### src/rtl/wb_merge_unit_pkg.sv
// Shared types and default sizes for the writeback merge unit.
// Pure declarations; no logic or state.
// Backpressure: n/a.
package wb_merge_unit_pkg;

    localparam int WB_XLEN           = 32;
    localparam int WB_REG_ADDR_WIDTH = 5;
    localparam int WB_NUM_CH         = 2;
    localparam int WB_FIFO_DEPTH     = 4;

    // One queued register-file write: destination plus result.
    typedef struct packed {
        logic [WB_REG_ADDR_WIDTH-1:0] rd_addr;
        logic [WB_XLEN-1:0]           data;
    } wb_req_t;

endpackage

### src/rtl/wb_merge_unit_if.sv
// Bundle of pipe, channel-completion and writeback signals of the merge unit.
// Wires only; master is the surrounding pipeline, slave is the merge unit.
// Backpressure: ch_ready per channel; pipe_stall toward the pipeline.
interface wb_merge_unit_if
    import wb_merge_unit_pkg::*;
#(
    parameter int XLEN           = WB_XLEN,
    parameter int REG_ADDR_WIDTH = WB_REG_ADDR_WIDTH,
    parameter int NUM_CH         = WB_NUM_CH
);
    logic                             pipe_valid;
    logic                             pipe_reg_write;
    logic [REG_ADDR_WIDTH-1:0]        pipe_rd_addr;
    logic [XLEN-1:0]                  pipe_data;
    logic [NUM_CH-1:0]                ch_valid;
    logic [NUM_CH-1:0]                ch_ready;
    logic [NUM_CH*REG_ADDR_WIDTH-1:0] ch_rd_addr;
    logic [NUM_CH*XLEN-1:0]           ch_data;
    logic                             wb_reg_write;
    logic [REG_ADDR_WIDTH-1:0]        wb_rd_addr;
    logic [XLEN-1:0]                  wb_write_data;
    logic [NUM_CH-1:0]                ch_pending;
    logic                             pipe_stall;

    modport master (
        output pipe_valid, pipe_reg_write, pipe_rd_addr, pipe_data,
        output ch_valid, ch_rd_addr, ch_data,
        input  ch_ready, wb_reg_write, wb_rd_addr, wb_write_data,
        input  ch_pending, pipe_stall
    );

    modport slave (
        input  pipe_valid, pipe_reg_write, pipe_rd_addr, pipe_data,
        input  ch_valid, ch_rd_addr, ch_data,
        output ch_ready, wb_reg_write, wb_rd_addr, wb_write_data,
        output ch_pending, pipe_stall
    );

endinterface

### src/rtl/wb_merge_unit_ch_fifo.sv
// Single-channel synchronous FIFO of writeback requests (wrap-bit pointers).
// Latency: a push is visible at the head on the cycle after the push edge.
// Backpressure: full refuses pushes; a same-cycle pop does not free a slot.
module wb_ch_fifo
    import wb_merge_unit_pkg::*;
#(
    parameter type req_t = wb_req_t,
    parameter int  DEPTH = WB_FIFO_DEPTH,
    localparam int AW    = $clog2(DEPTH)
) (
    input  logic        clk,
    input  logic        reset,
    input  logic        push,
    input  req_t        push_req,
    input  logic        pop,
    output req_t        pop_req,
    output logic        full,
    output logic        empty,
    output logic [AW:0] count
);
    req_t        mem [DEPTH];
    logic [AW:0] wr_ptr;
    logic [AW:0] rd_ptr;

    // Same slot, opposite lap: the writer is a whole buffer ahead.
    assign full    = (wr_ptr[AW-1:0] == rd_ptr[AW-1:0]) && (wr_ptr[AW] != rd_ptr[AW]);
    assign empty   = (wr_ptr == rd_ptr);
    assign count   = wr_ptr - rd_ptr;
    assign pop_req = mem[rd_ptr[AW-1:0]];

    // Pointer advance; reset discards everything queued.
    always_ff @(posedge clk or negedge reset) begin
        if (!reset) begin
            wr_ptr <= '0;
            rd_ptr <= '0;
        end else begin
            if (push && !full)
                wr_ptr <= wr_ptr + 1'b1;
            if (pop && !empty)
                rd_ptr <= rd_ptr + 1'b1;
        end
    end

    // Storage write; contents need no reset since pointers gate visibility.
    always_ff @(posedge clk) begin
        if (push && !full)
            mem[wr_ptr[AW-1:0]] <= push_req;
    end

endmodule

### src/rtl/wb_merge_unit.sv
// Merges the in-order MEM/WB write with per-channel long-latency completions.
// Latency: selected entry is on wb_* one edge later; channel push to write >= 2 edges.
// Backpressure: per-channel ch_ready = !full; WB_STARVE_GUARD_EN adds pipe_stall.
module wb_merge_unit
    import wb_merge_unit_pkg::*;
#(
    parameter int XLEN           = WB_XLEN,
    parameter int REG_ADDR_WIDTH = WB_REG_ADDR_WIDTH,
    parameter int NUM_CH         = WB_NUM_CH,
    parameter int FIFO_DEPTH     = WB_FIFO_DEPTH
`ifdef WB_STARVE_GUARD_EN
   ,parameter int STARVE_LIMIT   = 8
`endif
) (
    input logic            clk,
    input logic            reset,
    wb_merge_unit_if.slave bus
);
    localparam int RR_W = (NUM_CH > 1) ? $clog2(NUM_CH) : 1;
    localparam int AW   = $clog2(FIFO_DEPTH);

    typedef struct packed {
        logic [REG_ADDR_WIDTH-1:0] rd_addr;
        logic [XLEN-1:0]           data;
    } req_t;

    logic                      init_done;
    logic [RR_W-1:0]           rr_ptr;
    logic [NUM_CH-1:0]         fifo_full;
    logic [NUM_CH-1:0]         fifo_empty;
    logic [NUM_CH-1:0]         fifo_push;
    logic [NUM_CH-1:0]         fifo_pop;
    logic [NUM_CH-1:0]         ready_w;
    logic [NUM_CH-1:0]         pending_w;
    req_t                      fifo_out [NUM_CH];
    logic                      pipe_hit;
    logic                      sel_valid;
    req_t                      sel_req;
    logic [RR_W-1:0]           winner;
    logic                      any_pop;
    logic                      wb_we_q;
    logic [REG_ADDR_WIDTH-1:0] wb_rd_q;
    logic [XLEN-1:0]           wb_data_q;

    for (genvar i = 0; i < NUM_CH; i++) begin : g_ch
        req_t        in_req;
        logic [AW:0] count;

        assign in_req.rd_addr = bus.ch_rd_addr[i*REG_ADDR_WIDTH +: REG_ADDR_WIDTH];
        assign in_req.data    = bus.ch_data[i*XLEN +: XLEN];
        // Held low until the first edge after reset so producers see a clean start.
        assign ready_w[i]     = init_done & ~fifo_full[i];
        // x0 writes complete the handshake but are dropped here.
        assign fifo_push[i]   = bus.ch_valid[i] & ready_w[i] & (in_req.rd_addr != '0);
        assign pending_w[i]   = (count != '0);

        wb_ch_fifo #(
            .req_t (req_t),
            .DEPTH (FIFO_DEPTH)
        ) u_fifo (
            .clk      (clk),
            .reset    (reset),
            .push     (fifo_push[i]),
            .push_req (in_req),
            .pop      (fifo_pop[i]),
            .pop_req  (fifo_out[i]),
            .full     (fifo_full[i]),
            .empty    (fifo_empty[i]),
            .count    (count)
        );
    end

    assign bus.ch_ready   = ready_w;
    assign bus.ch_pending = pending_w;
    assign pipe_hit       = bus.pipe_valid & bus.pipe_reg_write & (bus.pipe_rd_addr != '0);
    assign any_pop        = |fifo_pop;

    // Pipe first; otherwise first non-empty FIFO at/after rr_ptr, then wrap to the low ones.
    always_comb begin
        sel_valid = 1'b0;
        sel_req   = '0;
        winner    = '0;
        fifo_pop  = '0;
        if (pipe_hit) begin
            sel_valid       = 1'b1;
            sel_req.rd_addr = bus.pipe_rd_addr;
            sel_req.data    = bus.pipe_data;
        end else begin
            for (int i = 0; i < NUM_CH; i++) begin
                if (!sel_valid && !fifo_empty[i] && (i >= int'(rr_ptr))) begin
                    sel_valid   = 1'b1;
                    sel_req     = fifo_out[i];
                    winner      = RR_W'(i);
                    fifo_pop[i] = 1'b1;
                end
            end
            for (int i = 0; i < NUM_CH; i++) begin
                if (!sel_valid && !fifo_empty[i]) begin
                    sel_valid   = 1'b1;
                    sel_req     = fifo_out[i];
                    winner      = RR_W'(i);
                    fifo_pop[i] = 1'b1;
                end
            end
        end
    end

    // Registered write port; address/data hold when nothing is selected.
    always_ff @(posedge clk or negedge reset) begin
        if (!reset) begin
            init_done <= 1'b0;
            rr_ptr    <= '0;
            wb_we_q   <= 1'b0;
            wb_rd_q   <= '0;
            wb_data_q <= '0;
        end else begin
            init_done <= 1'b1;
            wb_we_q   <= sel_valid;
            if (sel_valid) begin
                wb_rd_q   <= sel_req.rd_addr;
                wb_data_q <= sel_req.data;
            end
            if (any_pop) begin
                if (winner == RR_W'(NUM_CH - 1))
                    rr_ptr <= '0;
                else
                    rr_ptr <= winner + 1'b1;
            end
        end
    end

    assign bus.wb_reg_write  = wb_we_q;
    assign bus.wb_rd_addr    = wb_rd_q;
    assign bus.wb_write_data = wb_data_q;

`ifdef WB_STARVE_GUARD_EN
    localparam int SW = $clog2(STARVE_LIMIT + 1);

    logic [SW-1:0] starve_cnt;
    logic [SW-1:0] starve_nxt;
    logic          stall_q;

    // Count cycles with queued work but no pop; any pop restarts the count.
    always_comb begin
        starve_nxt = starve_cnt;
        if (any_pop)
            starve_nxt = '0;
        else if ((|pending_w) && (starve_cnt != SW'(STARVE_LIMIT)))
            starve_nxt = starve_cnt + 1'b1;
    end

    // Stall is raised on the edge the count saturates and dropped on the next pop.
    always_ff @(posedge clk or negedge reset) begin
        if (!reset) begin
            starve_cnt <= '0;
            stall_q    <= 1'b0;
        end else begin
            starve_cnt <= starve_nxt;
            stall_q    <= (starve_nxt == SW'(STARVE_LIMIT));
        end
    end

    assign bus.pipe_stall = stall_q;
`else
    assign bus.pipe_stall = 1'b0;
`endif

endmodule

### src/flat_wrapper.sv
// flat-port wrapper written by rule: the top's interface ports become plain ports
module wb_merge_unit_flat import wb_merge_unit_pkg::*;
#(
    parameter int XLEN           = WB_XLEN,
    parameter int REG_ADDR_WIDTH = WB_REG_ADDR_WIDTH,
    parameter int NUM_CH         = WB_NUM_CH,
    parameter int FIFO_DEPTH     = WB_FIFO_DEPTH

)
  (clk, reset, bus_pipe_valid, bus_pipe_reg_write, bus_pipe_rd_addr, bus_pipe_data, bus_ch_valid, bus_ch_rd_addr, bus_ch_data, bus_ch_ready, bus_wb_reg_write, bus_wb_rd_addr, bus_wb_write_data, bus_ch_pending, bus_pipe_stall);
  wb_merge_unit_if #(.XLEN(XLEN), .REG_ADDR_WIDTH(REG_ADDR_WIDTH), .NUM_CH(NUM_CH)) bus_i ();
  input logic clk;
  input logic reset;
  input wire logic [$bits(bus_i.pipe_valid)-1:0] bus_pipe_valid;
  input wire logic [$bits(bus_i.pipe_reg_write)-1:0] bus_pipe_reg_write;
  input wire logic [$bits(bus_i.pipe_rd_addr)-1:0] bus_pipe_rd_addr;
  input wire logic [$bits(bus_i.pipe_data)-1:0] bus_pipe_data;
  input wire logic [$bits(bus_i.ch_valid)-1:0] bus_ch_valid;
  input wire logic [$bits(bus_i.ch_rd_addr)-1:0] bus_ch_rd_addr;
  input wire logic [$bits(bus_i.ch_data)-1:0] bus_ch_data;
  output wire logic [$bits(bus_i.ch_ready)-1:0] bus_ch_ready;
  output wire logic [$bits(bus_i.wb_reg_write)-1:0] bus_wb_reg_write;
  output wire logic [$bits(bus_i.wb_rd_addr)-1:0] bus_wb_rd_addr;
  output wire logic [$bits(bus_i.wb_write_data)-1:0] bus_wb_write_data;
  output wire logic [$bits(bus_i.ch_pending)-1:0] bus_ch_pending;
  output wire logic [$bits(bus_i.pipe_stall)-1:0] bus_pipe_stall;
  assign bus_i.pipe_valid = bus_pipe_valid;
  assign bus_i.pipe_reg_write = bus_pipe_reg_write;
  assign bus_i.pipe_rd_addr = bus_pipe_rd_addr;
  assign bus_i.pipe_data = bus_pipe_data;
  assign bus_i.ch_valid = bus_ch_valid;
  assign bus_i.ch_rd_addr = bus_ch_rd_addr;
  assign bus_i.ch_data = bus_ch_data;
  assign bus_ch_ready = bus_i.ch_ready;
  assign bus_wb_reg_write = bus_i.wb_reg_write;
  assign bus_wb_rd_addr = bus_i.wb_rd_addr;
  assign bus_wb_write_data = bus_i.wb_write_data;
  assign bus_ch_pending = bus_i.ch_pending;
  assign bus_pipe_stall = bus_i.pipe_stall;
  wb_merge_unit #(.XLEN(XLEN), .REG_ADDR_WIDTH(REG_ADDR_WIDTH), .NUM_CH(NUM_CH), .FIFO_DEPTH(FIFO_DEPTH)) u_core (.clk(clk), .reset(reset), .bus(bus_i));
endmodule
### config.mk
export PLATFORM = sky130hd
export DESIGN_NAME = wb_merge_unit_flat
export DESIGN_NICKNAME = d
export VERILOG_FILES = /design/src/rtl/wb_merge_unit_pkg.sv /design/src/rtl/wb_merge_unit_if.sv /design/src/rtl/wb_merge_unit_ch_fifo.sv /design/src/rtl/wb_merge_unit.sv /design/src/flat_wrapper.sv
export SDC_FILE = /design/constraint.sdc
export NUM_CORES = 1
export LEC_CHECK = 0
export ABC_AREA = 1
export BUFFER_PORTS_ARGS = -buffer_cell sky130_fd_sc_hd__buf_2
export CORE_UTILIZATION = 60
export DETAILED_ROUTE_END_ITERATION = 7
export PLACE_DENSITY = 0.91
export SYNTH_ARGS = -nofsm -noshare
export SYNTH_HDL_FRONTEND = slang
export SYNTH_HIERARCHICAL = 1
export SYNTH_SLANG_ARGS = --single-unit
### constraint.sdc
create_clock -name clk -period 6.75 [get_ports clk]
set_input_delay 2.025 -clock clk [delete_from_list [all_inputs] [get_ports clk]]
set_output_delay 2.025 -clock clk [all_outputs]
set_load 0.01 [all_outputs]
# After elaboration in Yosys (flattened, before gate mapping)
# Memories as Yosys holds them, arrays and structs flattened.
# Index checks and enable logic that the tools add are counted.
# totals
reg_bits	52
ramBits	296
mem_count	2
inputBits	117
wordCells	83
out_inout_bits	43
# op_classes
bitwise	10
n_mux	25
n_addsub	7
magnitude_cmp	1
n_reduce_logical	23
n_eq_ne	6
# mem_list
name	depth	width	rd	rd_ports_with_merged_regs	wr	line	rtl
u_core.g_ch[0].u_fifo.mem	4	37	1	0	1	wb_merge_unit_ch_fifo.sv:21	req_t mem [DEPTH];
u_core.g_ch[1].u_fifo.mem	4	37	1	0	1	wb_merge_unit_ch_fifo.sv:21	
# ops
cell	count
two-way mux 37 bit	5
two-way mux 1 bit	19
nonzero test 5 bit	3
adder 3 x 1 -> 3 bit, second input constant	4
logical AND 1 bit	10
bitwise AND 1 bit	8
zero test 1 bit	7
== test 3 bit	2
nonzero test 3 bit	2
subtractor 3 bit	2
== test 2 bit	2
two-way mux 2 bit	1
!= test 1 bit	2
inverter 1 bit	2
OR reduction 2 bit	1
adder 1 bit, second input constant	1
greater-or-equal comparator 1 bit, first input constant	1

# Depth between registers and ports, before layout
# depth
word_depth	19
ltp_mapped	17
mapped_depth_nobuf	14

# Hierarchy
# Netlist, hierarchy kept.
# by_module_without_submodules
module	cells_each	n_inst	seq_area_each_um2	area_each_um2
wb_ch_fifo at u_core.g_ch[0].u_fifo	421	1	4594.4	6137.1
wb_ch_fifo at u_core.g_ch[1].u_fifo	421	1	4594.4	6133.4
wb_merge_unit	369	1	1001.0	2962.8

# Least setup slack after synthesis
# Ideal clock, no wire load.
# synth_path
path_type	in2reg
from	in bus_ch_rd_addr[8]
to	mem u_core/g_ch[1].u_fifo/mem[0][0] (netlist name), enable pin
path_buffers	0
arrival_time_ps	3982
cell_stages	6
path_slack_ps	2337
cell_sequence	nor3_1 -> nand2_1 -> nand3_1 -> inv_1 -> nand2_1 -> nor2_1
# synth_between
elab_chain_cells	5
# synth_rtl
element	line	rtl
start: declaration	flat_wrapper.sv:19	input wire logic [$bits(bus_i.ch_rd_addr)-1:0] bus_ch_rd_addr;
nonzero test 5 bit	wb_merge_unit.sv:54	assign fifo_push[i] = bus.ch_valid[i] & ready_w[i] & (in_req.rd_addr != '0);
bitwise AND 1 bit	wb_merge_unit.sv:54	
named net u_core.fifo_push[1]	wb_merge_unit.sv:31	logic [NUM_CH-1:0] fifo_push;
logical AND 1 bit	wb_merge_unit_ch_fifo.sv:46	if (push && !full)
two-way mux 1 bit	wb_merge_unit_ch_fifo.sv:46	
two-way mux 1 bit (implied by the code)	wb_merge_unit_ch_fifo.sv:47	mem[wr_ptr[AW-1:0]] <= push_req;
end: declaration	wb_merge_unit_ch_fifo.sv:21	
# The timed path passes the listed nets, and every way through them passes these cells.

# Worst setup path in the final report
# layout_path
from	reg u_core.g_ch[1].u_fifo.rd_ptr[1]
to	out bus_ch_pending[1]
# layout_between
elab_chain_cells	2
# layout_rtl
element	line	rtl
start: declaration	wb_merge_unit_ch_fifo.sv:23	logic [AW:0] rd_ptr;
start signal: assignment	wb_merge_unit_ch_fifo.sv:40	rd_ptr <= rd_ptr + 1'b1;
subtractor 3 bit	wb_merge_unit_ch_fifo.sv:28	assign count = wr_ptr - rd_ptr;
named net u_core.g_ch[1].count[1]	wb_merge_unit.sv:47	logic [AW:0] count;
nonzero test 3 bit	wb_merge_unit.sv:55	assign pending_w[i] = (count != '0);
end: declaration	flat_wrapper.sv:25	output wire logic [$bits(bus_i.ch_pending)-1:0] bus_ch_pending;
# The timed path passes the listed nets, and every way through them passes these cells.

==> flow_metrics.env <==
export IMPL_outcome="finished clean"
export IMPL_crit_type="flop to output port"
export IMPL_wl_met3_um=2750
export IMPL_fin_util_pct=69.8
export IMPL_m1WireLength_um=13200
export IMPL_syn_avg_cell_area_um2=12.6
export IMPL_fin_crit_sh_pct=72.0
export IMPL_syn_inst=1211
export IMPL_clk_path_buf_depth=3
export IMPL_path_max_fanout=40
export IMPL_worstPathArrival_ps=2840
export IMPL_p_total_uw=8000
export IMPL_insertion_delay_ps=520
export IMPL_io_buffers=158
export IMPL_ctsResizeCount=0
export IMPL_slew_viol_final=0
export IMPL_post_dp_hpwl_um=22000
export IMPL_finalSetupViolations=0
export IMPL_end_kind="output port"
export IMPL_final_common_cell="edfxtp_1"
export IMPL_mostFrequentLayoutCells="edfxtp_1 (296), nand2_1 (160), buf_2 (158)"
export IMPL_antenna_found_initial=3
export IMPL_gp_congestion=0.853
export IMPL_drive_above_1_share_pct=28.4
export IMPL_ant_nets=0
export IMPL_top_layer="met4"
export IMPL_peakVddDrop_mv=0.311
export IMPL_gr_usage_all_layers_pct=27.7
export IMPL_place_area_um2=16000
export IMPL_cts_root_buf="clkbuf_16"
export IMPL_synth_seq_cells=348
export IMPL_dr_total_vias=10300
export IMPL_path_clk_slew_ps=60
export IMPL_routed_wl_um=35900
export IMPL_viasPerCell=6.08
export IMPL_wl_met2_um=18200
export IMPL_grt_setup_unrepaired="no"
export IMPL_rows=57
export IMPL_critPathRequiredTime_ps=4720
export IMPL_io_pins=160
export IMPL_ctsHtreeMaxLevel=2
export IMPL_tritoncts="built"
export IMPL_ctsHoldBuffers=0
export IMPL_fmaxAchievable_mhz=206
export IMPL_seq_area_frac_synth_pct=66.9
export IMPL_tns_ps=0
export IMPL_synth_fp_nets=1344
export IMPL_min_period_ps=4860
export IMPL_max_cap_violations=0
export IMPL_synthDistinctLibCells=34
export IMPL_syn2layout_area_growth_pct=12.8
export IMPL_cts_num_sinks=348
export IMPL_yosys_warnings=6
export IMPL_grt_max_degree=78
export IMPL_drt_pass1_iterations=5
export IMPL_coreArea_um2=24600
export IMPL_startpoint_type="flop"
export IMPL_wire_per_inst_um=21.2
export IMPL_fp_dieArea_um2=26000
export IMPL_fp_dieW_um=161
export IMPL_grt_pass1_vias=10100
export IMPL_postCtsSetupBuffers=0
export IMPL_power_static_leakage_uw=0.00657
export IMPL_max_slew_margin_pct=15.9
export IMPL_power_density_nw_per_um2=465
export IMPL_cts_buffers_inserted=36
export IMPL_final_nets=1476
export IMPL_route_detailed_drc=0
export IMPL_hold_ws_ps=521
export IMPL_hp_class="flop to flop"
export IMPL_fin_skew_ps=12.2
export IMPL_grt_overflow=0
export IMPL_start_util_pct=61.9
export IMPL_tightest_slew_ps=1260
export IMPL_postLayoutCellArea_um2=17200
export IMPL_syn_area_um2=15200
export IMPL_drt_iter0_markers=1112
export IMPL_grt_pass1_wl_um=54600
export IMPL_die_h_um=161
export IMPL_hold_violations=0
==> sequential cells by signal, summed over array words and instances (netlist names) <==
name                       cells
u_core/g_ch.u_fifo/mem       296
u_core/bus.wb_write_data      32
u_core/g_ch.u_fifo/rd_ptr      6
u_core/g_ch.u_fifo/wr_ptr      6
u_core/bus.wb_rd_addr          5
u_core/bus.wb_reg_write        1
u_core/init_done               1
u_core/rr_ptr                  1
==> report_power, final <==
part	leakage (µW)	internal, µW	switching (µW)	total [µW]
clock network	0.000566	1120	797	1920
logic	0.00269	966	2180	3150
registers	0.00331	2730	196	2930
total	0.00657	4820	3180	8000
==> critical path, cell delays in order, from the launching register on <==
cell     delay, ps
dfrtp_1        360
buf_4          260
inv_2          630
fa_1           530
or3_1          360
buf_2          150
==> cells in the mapped netlist (all sizes together) <==
cell,count,area (µm²)
nor3,2,10.0
ha,14,175
edfxtp,296,8890
inv,39,151
o22ai,74,588
dfrtp,52,1300
fa,2,40.0
clkbuf,22,82.6
xor2,6,52.6
nand2,164,631
o21ai,148,793
nor2,162,763
buf,57,498
a21oi,3,15.0
nand3,165,1220
clkinv,1,5.00
conb,2,7.51
or3,2,12.5
==> final cells by class <==
type	instances	area, µm²
repair buffers	173	903
clock buffers	45	996
clock inverters	19	155
well taps	324	405
inverters	40	156
diodes	3	7.51
multi-input cells	744	4370
fillers	1624	7420
flip-flops and latches	348	10200
==> through the flow <==
| step | std cells | setup slack (ps) |
|---|---|---|
| floorplan | 1211 | 2340 |
| global placement | 1629 | 2440 |
| detailed placement | 1629 | 2430 |
| CTS | 1693 | 1910 |
| global route | 1695 | 1790 |
| finish | 1696 | 1890 |
==> layer usage <==
| metal | global-route usage (%) | vias up |
|---|---|---|
| li1 | - | 4608 |
| met1 | 34.0 | 5011 |
| met2 | 47.2 | 581 |
| met3 | 4.01 | 117 |
| met4 | 15.7 | 0 |
| met5 | 0 | - |
==> kinds of logic after synthesis <==
logic type	count (synthesis)	synth area share, %
and+or+nand+nor	495	17.3
DFF	348	66.9
AOI/OAI and AO/OA	225	9.17
buffers and inverters	119	4.84
adders and majority gates	16	1.41
xor gates and xnor gates	6	0.345
other	2	0.0493
==> path summary, 6_finish.rpt <==
kind,start,to,depth (start not counted),slack (ps)
min in group asynchronous,reset,u_core/g_ch[0].u_fifo/wr_ptr[1],2,1660
worst max register to register,u_core/g_ch[1].u_fifo/rd_ptr[1],u_core/g_ch[1].u_fifo/rd_ptr[0],16,2490
worst min-delay path,u_core/bus.wb_write_data[31],u_core/bus.wb_write_data[31],2,520
worst max-delay path,u_core/g_ch[1].u_fifo/rd_ptr[1],bus_ch_pending[1],5,1890
max in group asynchronous,reset,u_core/g_ch[1].u_fifo/rd_ptr[0],2,4560
worst min register to register,u_core/bus.wb_write_data[31],u_core/bus.wb_write_data[31],2,520
No activity file was read; power rests on OpenSTA's default activity.
